[src/rtl/lsu_mem_master.sv]
// -----------------------------------------------------------------------------
// lsu_mem_master
//   Load/store initiator for a synchronous-write / asynchronous-read SRAM port.
//   Converts a core request (RV32 funct3, byte address, store data) into a word
//   address, byte-lane enables and lane-aligned write data. The request is held
//   on the memory port until the memory reports mem_valid_i. Loads return
//   sign/zero-extended data together with a one-cycle done_o pulse.
//
//   Optional feature macro: LSU_TIMEOUT_EN
//     defined   : an access that sees no mem_valid_i for TIMEOUT cycles is
//                 aborted and completes with err_o=1.
//     undefined : ACCESS waits for mem_valid_i indefinitely.
//
// Parameters
//   MEM_ADDR_W  memory word-address width (mem_add_o = addr[MEM_ADDR_W+1:2])
//   TIMEOUT     ACCESS cycles before abort (only with LSU_TIMEOUT_EN, 1..31)
//
// Ports
//   clk_i, rst_i        clock, synchronous active-high reset
//   req_i, store_i      request strobe (sampled only when idle), 1=store
//   funct3_i            RV32 width/sign code
//   addr_i, wdata_i     byte address, LSB-aligned store data
//   busy_o              request in flight
//   done_o, err_o       completion pulse, error qualifier
//   rdata_o             load result, valid with done_o
//   mem_we_o, mem_re_o  memory write/read strobes
//   mem_ble_o           byte-lane enables
//   mem_d_o             lane-aligned write data
//   mem_add_o           word address
//   mem_d_i             read data (lanes already masked)
//   mem_valid_i         access complete (combinational from memory)
// -----------------------------------------------------------------------------
module lsu_mem_master #(
    parameter int unsigned MEM_ADDR_W = 10,
    parameter int unsigned TIMEOUT    = 15
) (
    input  logic                  clk_i,
    input  logic                  rst_i,
    input  logic                  req_i,
    input  logic                  store_i,
    input  logic [2:0]            funct3_i,
    input  logic [31:0]           addr_i,
    input  logic [31:0]           wdata_i,
    output logic                  busy_o,
    output logic                  done_o,
    output logic                  err_o,
    output logic [31:0]           rdata_o,
    output logic                  mem_we_o,
    output logic                  mem_re_o,
    output logic [3:0]            mem_ble_o,
    output logic [31:0]           mem_d_o,
    output logic [MEM_ADDR_W-1:0] mem_add_o,
    input  logic [31:0]           mem_d_i,
    input  logic                  mem_valid_i
);

    typedef enum logic [1:0] {
        S_IDLE   = 2'd0,
        S_ACCESS = 2'd1,
        S_DONE   = 2'd2
    } state_t;

    state_t                state_reg;
    logic                  store_reg;
    logic [2:0]            funct3_reg;
    logic [1:0]            offs_reg;
    logic                  done_reg;
    logic                  err_reg;
    logic [31:0]           rdata_reg;
    logic                  mem_we_reg;
    logic                  mem_re_reg;
    logic [3:0]            mem_ble_reg;
    logic [31:0]           mem_d_reg;
    logic [MEM_ADDR_W-1:0] mem_add_reg;

    // Request decode on the raw inputs; only used on the accept edge.
    logic        req_legal;
    logic [3:0]  req_ble;
    logic [31:0] req_wdata;

    always_comb begin
        req_legal = 1'b0;
        req_ble   = 4'b0000;
        case (funct3_i)
            3'b000: begin
                req_legal = 1'b1;
                req_ble   = 4'b0001 << addr_i[1:0];
            end
            3'b001: begin
                req_legal = ~addr_i[0];
                req_ble   = 4'b0011 << addr_i[1:0];
            end
            3'b010: begin
                req_legal = (addr_i[1:0] == 2'b00);
                req_ble   = 4'b1111;
            end
            3'b100: begin
                req_legal = ~store_i;           // unsigned variants exist for loads only
                req_ble   = 4'b0001 << addr_i[1:0];
            end
            3'b101: begin
                req_legal = ~store_i & ~addr_i[0];
                req_ble   = 4'b0011 << addr_i[1:0];
            end
            default: begin
                req_legal = 1'b0;
                req_ble   = 4'b0000;
            end
        endcase
        req_wdata = wdata_i << {addr_i[1:0], 3'b000};
    end

    // Load data: move the addressed lane down to bit 0, then extend.
    logic [31:0] load_shifted;
    logic [31:0] load_data;

    always_comb begin
        load_shifted = mem_d_i >> {offs_reg, 3'b000};
        case (funct3_reg)
            3'b000:  load_data = {{24{load_shifted[7]}}, load_shifted[7:0]};
            3'b001:  load_data = {{16{load_shifted[15]}}, load_shifted[15:0]};
            3'b100:  load_data = {24'b0, load_shifted[7:0]};
            3'b101:  load_data = {16'b0, load_shifted[15:0]};
            default: load_data = load_shifted;
        endcase
    end

`ifdef LSU_TIMEOUT_EN
    logic [4:0] tmo_cnt_reg;
    logic       tmo_hit;
    assign tmo_hit = (tmo_cnt_reg == 5'(TIMEOUT - 1));
    logic unused_bits;
    assign unused_bits = ^addr_i[31:MEM_ADDR_W+2];
`else
    logic unused_bits;
    assign unused_bits = ^{addr_i[31:MEM_ADDR_W+2], 32'(TIMEOUT)};
`endif

    always_ff @(posedge clk_i) begin
        if (rst_i) begin
            state_reg   <= S_IDLE;
            store_reg   <= 1'b0;
            funct3_reg  <= 3'b000;
            offs_reg    <= 2'b00;
            done_reg    <= 1'b0;
            err_reg     <= 1'b0;
            rdata_reg   <= 32'b0;
            mem_we_reg  <= 1'b0;
            mem_re_reg  <= 1'b0;
            mem_ble_reg <= 4'b0000;
            mem_d_reg   <= 32'b0;
            mem_add_reg <= '0;
`ifdef LSU_TIMEOUT_EN
            tmo_cnt_reg <= 5'd0;
`endif
        end else begin
            case (state_reg)
                S_IDLE: begin
                    if (req_i) begin
                        store_reg  <= store_i;
                        funct3_reg <= funct3_i;
                        offs_reg   <= addr_i[1:0];
                        rdata_reg  <= 32'b0;
                        if (req_legal) begin
                            state_reg   <= S_ACCESS;
                            mem_re_reg  <= ~store_i;
                            mem_we_reg  <= store_i;
                            mem_ble_reg <= req_ble;
                            mem_d_reg   <= store_i ? req_wdata : 32'b0;
                            mem_add_reg <= addr_i[MEM_ADDR_W+1:2];
`ifdef LSU_TIMEOUT_EN
                            tmo_cnt_reg <= 5'd0;
`endif
                        end else begin
                            // Rejected: never touches the memory port.
                            state_reg <= S_DONE;
                            done_reg  <= 1'b1;
                            err_reg   <= 1'b1;
                        end
                    end
                end
                S_ACCESS: begin
                    if (mem_valid_i) begin
                        state_reg   <= S_DONE;
                        done_reg    <= 1'b1;
                        err_reg     <= 1'b0;
                        if (!store_reg) begin
                            rdata_reg <= load_data;
                        end
                        mem_we_reg  <= 1'b0;
                        mem_re_reg  <= 1'b0;
                        mem_ble_reg <= 4'b0000;
                        mem_d_reg   <= 32'b0;
                        mem_add_reg <= '0;
                    end
`ifdef LSU_TIMEOUT_EN
                    else if (tmo_hit) begin
                        state_reg   <= S_DONE;
                        done_reg    <= 1'b1;
                        err_reg     <= 1'b1;
                        rdata_reg   <= 32'b0;
                        mem_we_reg  <= 1'b0;
                        mem_re_reg  <= 1'b0;
                        mem_ble_reg <= 4'b0000;
                        mem_d_reg   <= 32'b0;
                        mem_add_reg <= '0;
                    end else begin
                        tmo_cnt_reg <= tmo_cnt_reg + 5'd1;
                    end
`endif
                end
                S_DONE: begin
                    state_reg <= S_IDLE;
                    done_reg  <= 1'b0;
                    err_reg   <= 1'b0;
                end
                default: begin
                    state_reg <= S_IDLE;
                    done_reg  <= 1'b0;
                    err_reg   <= 1'b0;
                end
            endcase
        end
    end

    assign busy_o    = (state_reg != S_IDLE);
    assign done_o    = done_reg;
    assign err_o     = err_reg;
    assign rdata_o   = rdata_reg;
    assign mem_we_o  = mem_we_reg;
    assign mem_re_o  = mem_re_reg;
    assign mem_ble_o = mem_ble_reg;
    assign mem_d_o   = mem_d_reg;
    assign mem_add_o = mem_add_reg;

endmodule

[config.mk]
export PLATFORM = sky130hd
export DESIGN_NAME = lsu_mem_master
export DESIGN_NICKNAME = d
export VERILOG_FILES = /design/src/rtl/lsu_mem_master.sv
export SDC_FILE = /design/constraint.sdc
export NUM_CORES = 1
export LEC_CHECK = 0
export CAP_MARGIN = 10
export CORE_MARGIN = 2
export CORE_UTILIZATION = 38
export DETAILED_ROUTE_END_ITERATION = 12
export PLACE_DENSITY_LB_ADDON = 0.3
export SLEW_MARGIN = 20
export SYNTH_ARGS = -nofsm -noshare
export SYNTH_HDL_FRONTEND = slang
export SYNTH_SLANG_ARGS = --single-unit
[constraint.sdc]
create_clock -name clk_i -period 1.9 [get_ports clk_i]
set_input_delay 0.19 -clock clk_i [delete_from_list [all_inputs] [get_ports clk_i]]
set_output_delay 0.19 -clock clk_i [all_outputs]
set_load 0.005 [all_outputs]
==> run_results.csv <==
group,metric,value,unit
status,status,"complete, no violations",
route,wirelength,12860,um
clocking,ctsHoldBuffers,0,
sta,worst_slew_pin_slew,0.7466,ns
worst_setup_path,cp_max_fo,7,
sta,fin_crit,1.826,ns
worst_setup_path,end_kind,"output port",
synth,async_reset_ff_share,0,%
synth,ys_ff_latch,90,
route,routed_via_density,5.322,
sta,hold_violations,0,
worst_setup_path,worstReg2RegStart,"state_reg[0]",
worst_hold_path,hold_class,"primary input to register",
final_layout,fin_area,6411,sq um
worst_hold_path,hold_start,"addr_i[0]",
placement,place_area,6173,sq um
clocking,numCtsBuffers,9,
clocking,cts_buffer_depth,2,
global_routing,grt_pass1_vias,4010,
final_layout,drive_gt1_share,14.96,%
synth,ys_types,49,
final_layout,area_growth,53.23,%
sta,clock_skew,0.01266,ns
clocking,cts_tree,"done",
worst_setup_path,max_stage_delay,0.46,ns
worst_setup_path,crit_path_top_delay_cell,"clkdlybuf4s50_1",
route,routedWlPerCell,17.03,um
final_layout,layout_commonest_cell,"clkdlybuf4s50_1",
global_routing,grt_usage,21.82,%
floorplanning,rows,38,
route,drtPass1Iterations,5,
floorplanning,die_y,108.9,um
power_and_ir_drop,irDropWorstVdd,0.4471,mV
power_and_ir_drop,power_density,665.3,nW/um^2
clocking,path_clk_slew,0.09,ns
worst_setup_path,worstPathArrival,1.64,ns
global_routing,grt_max_degree,37,
clocking,clk_root_buffer_cell,"clkbuf_8",
worst_setup_path,cp_num_cells,3,
final_layout,final_nets,714,
worst_setup_path,worst-path-buf-inv,2,
worst_hold_path,hold_depth,3,
synth,syn_nets,537,
clocking,cts_sinks,90,
route,ant_nets,0,
worst_setup_path,worstSetupPathType,"register to output port",
global_routing,antenna_found_initial,0,
worst_setup_path,required,1.71,ns
placement,gp_congestion,0.8357,
worst_setup_path,r2r_slack,0.17,ns
sta,max_freq,0.5476,GHz
sta,timing.final.max_slew_violations,0,
synth,syn_area_per_cell,9.663,sq um
global_routing,gr-total-overflow,0,
floorplanning,die_area,11870,sq um
floorplanning,start_util,38.77,%
sta,relSlewSlack,50.12,%
worst_setup_path,path_cells,"buf_4 > or2_2 > clkdlybuf4s50_1",
route,drt_iter0_drc,229,
worst_setup_path,cp_top_family,"buffers and inverters",
sta,layout_setup_ws,0.07378,ns
clocking,clk_latency,0.36,ns
clocking,cts_setup_buffers,0,
floorplanning,ios,187,
worst_hold_path,worstHoldEndpoint,"offs_reg[0]",
placement,dp.final_hpwl,9715,um
sta,layout_worst_path_cycle_share,96.12,%
global_routing,grt_pass1_wl,20150,um
placement,place_worst_setup_slack,-0.2937,ns
clocking,cts_max_level,3,
sta,setup_violations,0,
worst_setup_path,start_kind,"register",
route,drc,0,
synth,ys.flop_type,"dfxtp_1",
flow_run,maxCapViolCount,0,
sta,rsz0062_at_grt,"false",
final_layout,final_cell_mix,"clkdlybuf4s50_1, dfxtp_1, o21ai_0",
worst_setup_path,timing.rr.end,"rdata_o[16]",
synth,synth-edff-count,0,
synth,yosys_warnings,0,
placement,io_buffers,166,
worst_setup_path,r2r_cells,5,
sta,tns,0,ns
floorplanning,die_x,108.9,um
synth,netlist_area,4184,sq um
sta,holdWs,0.1676,ns
final_layout,diodes,0,
synth,postSynthCellCount,433,
power_and_ir_drop,p_total,4.265,mW
synth,synth_seq_area_share,43.06,%
floorplanning,core,10790,sq um
power_and_ir_drop,power.leakage,2.346,nW
route,num_vias,4018,
clocking,cts_resized,0,
[worst max path at each step]
stage / to / startpoint / slack (ns)
finish: busy_o / state_reg[1] / 0.07
global route: busy_o / state_reg[1] / 0.02
CTS: busy_o / state_reg[1] / 0.02
detailed placement: mem_d_o[7] / funct3_i[0] / -0.29
global placement: mem_d_o[7] / funct3_i[0] / -0.22
floorplan: mem_d_o[31] / funct3_i[0] / 0.03
[cell usage after synthesis, types with 9 or more instances]
library cell,number,share of area (%)
nor2b_1,11,1.6
nor3b_1,9,1.6
o21ai_0,45,5.4
mux2i_1,25,6.0
dfxtp_1,90,43
a22o_1,19,4.0
buf_2,11,1.3
clkbuf_1,22,2.0
a22oi_1,16,2.9
nand2_1,39,3.5
nor2_1,19,1.7
a21oi_1,17,2.0
[layout make-up]
| cell class | count | area (sq um) |
|---|---|---|
| tap | 140 | 175.2 |
| clock buffer | 12 | 145.1 |
| timing repair buffer | 206 | 1989 |
| clock inverter | 4 | 73.82 |
| inverter | 2 | 7.507 |
| fill | 956 | 4382 |
| sequential | 90 | 1803 |
| multi-input combinational | 301 | 2217 |
[through the flow]
stage               std cells  util, %
floorplan                 433        -
global placement          739    57.20
detailed placement        739    57.20
CTS                       755    59.23
global route              755    59.40
finish                    755    59.40
[tightest hold or removal path: stages]
cell and delay, ns:
buf_2 0.16, nand2_1 0.07, a21oi_1 0.06
[cells by family (layout without fill, tap and decap cells)]
family	count (synthesis)	after routing	synth area share (%)
flops	90	90	43.06
mux	41	41	12.44
buf+inv	42	224	4.545
simple gates	111	111	14.24
compound gates	149	149	25.72
[metal layers]
metal | vias to the layer above | GRT usage [%] | routed length (um)
met2 | 100 | 37.40 | 6341
met1 | 1920 | 26.45 | 5530
met4 | 0 | 7.234 | 271
li1 | 1980 | - | -
met5 | - | 0 | 0
met3 | 18 | 5.798 | 711
[power breakdown]
part	internal (mW)	total [mW]	switching [mW]	leakage, nW
logic	0.461	0.830	0.370	1.51
registers	1.94	1.98	0.0388	0.729
clock network	0.782	1.46	0.675	0.111
Power figures use the tool's default switching activity.
